## src/rtl/sqrt_seq.sv

```systemverilog
// Iterative restoring integer square root: one root bit per clock, start/busy/valid handshake.
// root/remainder are registered and change only when an operation completes.
module sqrt_seq #(
   parameter int unsigned WIDTH = 8,
   localparam int unsigned N = WIDTH / 2
) (
   input  logic             clock,
   input  logic             reset,
   input  logic             start,
   input  logic [WIDTH-1:0] radicand,
   output logic [N-1:0]     root,
   output logic [N:0]       remainder,
   output logic             busy,
   output logic             valid
);

   localparam int unsigned CW = (N > 1) ? $clog2(N) : 1;

   typedef enum logic [1:0] {StIdle, StCalc, StDone} state_e;

   state_e           state_q, state_d;
   logic [WIDTH-1:0] x_q, x_d;
   logic [N+1:0]     rem_q, rem_d;
   logic [N-1:0]     wroot_q, wroot_d;
   logic [CW-1:0]    cnt_q, cnt_d;
   logic [N-1:0]     root_q, root_d;
   logic [N:0]       remainder_q, remainder_d;

   // One restoring iteration, all at N+2 bits.
   logic [N+1:0] rem_shift;
   logic [N+1:0] trial;
   logic         take;
   logic [N+1:0] rem_iter;
   logic [N:0]   wroot_ext;
   logic [N-1:0] wroot_iter;

   always_comb begin
      rem_shift  = {rem_q[N-1:0], x_q[WIDTH-1 -: 2]};
      trial      = {wroot_q, 2'b01};
      take       = (rem_shift >= trial);
      rem_iter   = take ? (rem_shift - trial) : rem_shift;
      wroot_ext  = {wroot_q, take};
      wroot_iter = wroot_ext[N-1:0];
   end

   always_comb begin
      state_d     = state_q;
      x_d         = x_q;
      rem_d       = rem_q;
      wroot_d     = wroot_q;
      cnt_d       = cnt_q;
      root_d      = root_q;
      remainder_d = remainder_q;

      unique case (state_q)
         StIdle, StDone: begin
            if (start) begin
               state_d = StCalc;
               x_d     = radicand;
               rem_d   = '0;
               wroot_d = '0;
               cnt_d   = CW'(N - 1);
            end
         end
         StCalc: begin
            x_d     = x_q << 2;
            rem_d   = rem_iter;
            wroot_d = wroot_iter;
            if (cnt_q == '0) begin
               state_d     = StDone;
               root_d      = wroot_iter;
               remainder_d = rem_iter[N:0];
            end else begin
               cnt_d = cnt_q - 1'b1;
            end
         end
         default: state_d = StIdle;
      endcase
   end

   always_ff @(posedge clock or negedge reset) begin
      if (!reset) begin
         state_q     <= StIdle;
         x_q         <= '0;
         rem_q       <= '0;
         wroot_q     <= '0;
         cnt_q       <= '0;
         root_q      <= '0;
         remainder_q <= '0;
      end else begin
         state_q     <= state_d;
         x_q         <= x_d;
         rem_q       <= rem_d;
         wroot_q     <= wroot_d;
         cnt_q       <= cnt_d;
         root_q      <= root_d;
         remainder_q <= remainder_d;
      end
   end

   assign root      = root_q;
   assign remainder = remainder_q;
   assign busy      = (state_q == StCalc);
   assign valid     = (state_q == StDone);

endmodule
```

## config.mk

```make
export PLATFORM = sky130hd
export DESIGN_NAME = sqrt_seq
export DESIGN_NICKNAME = d
export VERILOG_FILES = /design/src/rtl/sqrt_seq.sv
export SDC_FILE = /design/constraint.sdc
export NUM_CORES = 1
export LEC_CHECK = 0
export BUFFER_PORTS_ARGS = -buffer_cell sky130_fd_sc_hd__buf_4
export CAP_MARGIN = 20
export CORE_MARGIN = 3
export CORE_UTILIZATION = 46
export DETAILED_ROUTE_END_ITERATION = 7
export PLACE_DENSITY = 0.67
export SYNTH_ARGS = -nofsm -noshare
export SYNTH_HDL_FRONTEND = slang
export SYNTH_SLANG_ARGS = --single-unit
```

## constraint.sdc

```tcl
create_clock -name clock -period 2.1 [get_ports clock]
set_clock_uncertainty 0.15 [all_clocks]
set_input_delay 0.42 -clock clock [delete_from_list [all_inputs] [get_ports clock]]
set_output_delay 0.42 -clock clock [all_outputs]
set_load 0.01 [all_outputs]
```

; Word-level counts from Yosys, hierarchy flattened
; Cells that the tools add are included.
[word_totals]
reg_bits = 29
latch_bits = 0
ramBits = 0
rom_bits = 0
wordCells = 36
memories = 0
[op_classes]
addsub = 2
n_mul = 0
n_div = 0
order_cmp = 1
eq_ne = 5
n_shift = 0
mux = 13
bitwise = 0
n_reduce_logical = 8
[ops]
columns = op, count
row1 = $pmux W4 S2, 2
row2 = $pmux W8 S2, 1
row3 = $mux W2, 4
row4 = $mux W4, 2
row5 = $mux W8, 1
row6 = $pmux W2 S2, 2
row7 = $ge A6 B6 Y1, 1
row8 = $reduce_and A2 Y1, 3
row9 = $mux W5, 1
row10 = $sub A5 B5 Y5, 1
row11 = $logic_not A2 Y1, 2
row12 = $ne A2 B2 Y1 const B, 2
row13 = $reduce_and A3 Y1, 1
row14 = $eq A2 B1 Y1 const B, 1
row15 = $eq A2 B2 Y1 const B, 1
row16 = $ne A2 B1 Y1 const B, 1
row17 = $reduce_bool A2 Y1, 1
row18 = $reduce_or A2 Y1, 1
row19 = $sub A2 B1 Y2 const B, 1

; Depth between registers and ports, before layout
[logic_depth]
ltp_word = 4
mapped_depth = 8
ltp_nobuf = 7

; Least setup slack after synthesis
; No wires, ideal clock.
[synth_timing]
path_type = register to register
from = register rem_q[2]
to = register remainder_q[1], in the netlist remainder[1]
setup_time_ps = 128
arrival_time_ps = 1700
t_required_ps = 1822
setup_slack_ps = 123
path_stages_with_launch = 8
path_buffers = 1
synth_period_minus_slack_ps = 1977
path_cell_list = dfrtp_1 > ha_1 > a21oi_2 > nand2_1 > a211o_1 > buf_6 > mux2i_1 > mux2_1
[synth_via]
elab_chain_len = 2
[synth_rtl]
columns = element, line_no
row1 = start: declaration, 23  ; logic [N+1:0] rem_q, rem_d;
row2 = start signal: assignment, 93  ; rem_q <= rem_d;
row3 = $ge A6 B6 Y1, 40  ; take = (rem_shift >= trial);
row4 = $mux W5, 41  ; rem_iter = take ? (rem_shift - trial) : rem_shift;
row5 = end signal: assignment, 97  ; remainder_q <= remainder_d;
row6 = end: declaration, 27  ; logic [N:0] remainder_q, remainder_d;
; No other way between the ends.
; A chain may end at the register's enable or synchronous reset.

; Final worst setup path
[layout_timing]
from = register wroot_q[2]
to = register rem_q[2]
[layout_via]
elab_chain_len = 3
[layout_rtl]
columns = element, line_no
row1 = start: declaration, 24  ; logic [N-1:0] wroot_q, wroot_d;
row2 = start signal: assignment, 94  ; wroot_q <= wroot_d;
row3 = $ge A6 B6 Y1, 40
row4 = $mux W5, 41
row5 = $pmux W4 S2, 55  ; unique case (state_q)
; No other way between the ends.

==> impl_summary.log <==
[metrics] outcome: completed
[metrics] via count of the first global-routing pass: around 1000
[metrics] maximum net fanout on the critical path: 5
[metrics] R2R Setup Slk: between 0.1 and 0.15 ns
[metrics] CTS tree: done
[metrics] share of cells above drive strength 1: 24.1%
[metrics] effective utilization at floorplan: 49.5%
[metrics] switching portion of total power: 38.8%
[metrics] max-capacitance violation count: 0
[metrics] placed cell areas: 1590 um^2
[metrics] Util after Layout: 61.6%
[metrics] time the worst path needs with I/O delays and setup: 1.98 ns
[metrics] Worst Setup Path Type: register to register
[metrics] type of element capturing the critical path: register
[metrics] post-route ant nets: 0
[metrics] Inserted Clock Buffers: 5
[metrics] VDD IR-drop max: 0.874 mV
[metrics] vias per cell: 5.19
[metrics] tightest hold margin: between 0.1 and 0.15 ns
[metrics] Syn-to-layout area delta: 24.3%
[metrics] Max clock buf depth: 2
[metrics] design internal power: 0.00195 W
[metrics] total negative slack for setup checks: 0 ns
[metrics] number of max-slew violations in the final report: 0
[metrics] #FFs+latches synth: 29
[metrics] portion of total power attributed to the clock network: about 15%
[metrics] leading cell types in the layout, fill and taps excluded: 29 x sky130_fd_sc_hd__dfrtp_1, 27 x sky130_fd_sc_hd__buf_4, 25 x sky130_fd_sc_hd__nand2_1
[metrics] Syn. warnings: 0
[metrics] combined area of all synthesized cells: 1390 um^2
[metrics] most used flip-flop cell after synthesis: sky130_fd_sc_hd__dfrtp_1
[metrics] IO buf count: 21
[metrics] element type at the critical path start: register
[metrics] Antenna Cells: 0
[metrics] Die Ht: 60.9 um
[metrics] Placement Rows: 19
[metrics] final clock period utilization by the worst path: 94.5%
[metrics] Remaining DRCs: 0
[metrics] final WL: 2680 um
[metrics] router iterations before antenna repair: 4
[metrics] Reg power frac: 30.4%
[metrics] share of synthesized flip-flops with an asynchronous set or reset: 100%
[metrics] maximum clock frequency: 0.504 GHz
[metrics] Mapped Nets: 163
[metrics] most common library cell in the layout ignoring fill and taps: sky130_fd_sc_hd__dfrtp_1
[metrics] average wire per cell in the routed design: 13.1 um
[metrics] aggregate global-route resource usage: 17.3%
[metrics] clk sinks: 29
[metrics] weighted congestion reported at the end of routability-driven placement: 0.793
[metrics] die footprint: 3710 um^2
[metrics] path type of the worst min-delay path: primary input to register
[metrics] final setup margin: between 0.1 and 0.15 ns
[metrics] IO Pins: 22
[metrics] final design instance area without fill: ~1700 um^2
[metrics] transition time at the pin with the least slew margin: 0.430 ns
[metrics] static leakage: between 0.8 and 0.9 nW
[metrics] CP Data Required Time: 2.17 ns
[metrics] arrival time of data at the critical path endpoint: 2.05 ns
[metrics] HPWL reported at the end of detailed placement: 1980 um
[metrics] relative slew slack: 71.2%
[metrics] net switching component of the power: roughly 0.0012 W
[metrics] Core Region: 2810 um^2
[metrics] power share of the combinational group: 54.4%
[metrics] cell area power density: 1840 nW/um^2
[metrics] Post-synth EDFFs: 0
[metrics] first-pass GRT wire length: around 4500 um
[metrics] Hold Fails Final Rpt: 0
[metrics] Yosys cell types: 26
[metrics] CTS clk-pin slew, worst paths: ~0.090 ns
[metrics] cell count after synthesis: 145
[metrics] DRC marker count from the first detailed-route iteration: 43
[metrics] die width: 60.9 um
[metrics] clock latency of the later-clocked register in the worst-skew pair: 0.33 ns
[metrics] Avg Synthesized Cell Area: 9.58 um^2
[metrics] H-tree Lvls: 2
[metrics] maximum number of pins on one net before global-route repair: 30
[metrics] Vias: 1064
[metrics] gr ovfl total: 0
[metrics] RSZ-0062 raised after global routing: no
[metrics] worst slack at placement: between 0.007 and 0.008 ns
[metrics] count of nets after finishing: 191
[metrics] sequential area share after synthesis: 52.3%
[metrics] number of antenna violations at the first check in global routing: 0
[metrics] # setup viols final: 0
[metrics] clock tree root buffer cell: sky130_fd_sc_hd__clkbuf_4
==> synthesized netlist by cell type (2+ instances only) <==
cell type                   n  share of area [%]
sky130_fd_sc_hd__dfrtp_1   29                 52
sky130_fd_sc_hd__nand2_1   25                6.8
sky130_fd_sc_hd__o21ai_0   15                5.4
sky130_fd_sc_hd__nor2_1    12                3.2
sky130_fd_sc_hd__inv_1     11                3.0
sky130_fd_sc_hd__a21oi_1    8                2.9
sky130_fd_sc_hd__ha_1       7                6.3
sky130_fd_sc_hd__a31oi_1    4                1.8
sky130_fd_sc_hd__clkbuf_1   4                1.1
sky130_fd_sc_hd__mux2i_1    4                2.9
sky130_fd_sc_hd__nand2b_1   4                1.8
sky130_fd_sc_hd__nand3_1    3                1.1
sky130_fd_sc_hd__xnor2_1    3                1.9
sky130_fd_sc_hd__a22o_1     2                1.3
sky130_fd_sc_hd__buf_2      2               0.72
sky130_fd_sc_hd__mux2_2     2                1.6
==> worst max-delay path, cell delays in order (launching register included) <==
cell and delay (ns):
sky130_fd_sc_hd__dfrtp_1 0.38, sky130_fd_sc_hd__inv_1 0.12, sky130_fd_sc_hd__ha_4 0.23, sky130_fd_sc_hd__a21oi_2 0.11, sky130_fd_sc_hd__nand2_1 0.07, sky130_fd_sc_hd__a211o_4 0.37, sky130_fd_sc_hd__buf_4 0.16, sky130_fd_sc_hd__mux2i_1 0.19
sky130_fd_sc_hd__o21ai_0 0.10
==> per-stage QoR <==
step / total power (W) / std cells
2_1_floorplan: 0.00216 / 145
3_3_place_gp: 0.00257 / 196
3_5_place_dp: 0.00264 / 196
4_1_cts: 0.00317 / 205
5_1_grt: 0.00348 / 205
6_report: 0.00318 / 205
==> flip-flops by register name, indices dropped and copies added (netlist names) <==
| register | flops |
|---|---|
| x_q | 8 |
| root | 4 |
| wroot_q | 4 |
| remainder | 5 |
| cnt_q | 2 |
| state_q | 2 |
| rem_q | 4 |
==> layer usage <==
| metal | track usage, % | routed length [um] | vias to the layer above |
|---|---|---|---|
| li1 | - | - | 538 |
| met1 | 20.2 | 1130 | 496 |
| met2 | 28.9 | 1350 | 24 |
| met3 | 6.17 | 147 | 6 |
| met4 | 7.43 | 53 | 0 |
| met5 | 0 | 0 | - |
==> cell type report <==
class	count	area, um^2
Fill cell	247	1080
Sequential cell	29	726
Multi-Input combinational cell	98	619
Timing Repair Buffer	28	213
Clock buffer	6	51.3
Inverter	11	41.3
Tap cell	31	38.8
Clock inverter	2	37.5
==> power groups by stage <==
stage                     logic [W]  registers, W  clock network (W)
after CTS                   0.00171      0.000960           0.000496
final                       0.00173      0.000967           0.000484
after detailed placement    0.00166      0.000973                  0
after global routing        0.00195       0.00100           0.000528
after global placement      0.00160      0.000965                  0
after floorplan             0.00118      0.000977                  0
==> cells by family after synthesis <==
group / Yosys count / synth area share [%]
mux: 7 / 5.32
compound gates: 33 / 13.9
flops: 29 / 52.3
buf+inv: 18 / 5.59
fa+ha+maj: 7 / 6.31
simple gates: 47 / 14.1
xor+xnor: 4 / 2.52
==> path summary, 6_finish.rpt <==
check,endpoint,from,cells past startpoint
worst max-delay path,rem_q[2],wroot_q[2],8
max in group asynchronous,wroot_q[2],reset,2
min in group asynchronous,remainder[4],reset,2
worst min-delay path,state_q[1],start,2
worst max register to register,rem_q[2],wroot_q[2],8
worst min register to register,cnt_q[0],cnt_q[0],1
==> what timing repair did <==
item	in CTS	in global routing
pin swaps	0	0
cloned	0	0
gates resized for setup	1	2
setup endpoints to repair	2	4
hold endpoints to repair	29	0
setup buffers	0	0
hold buffers	1	0
Power figures use the tool's default switching activity.
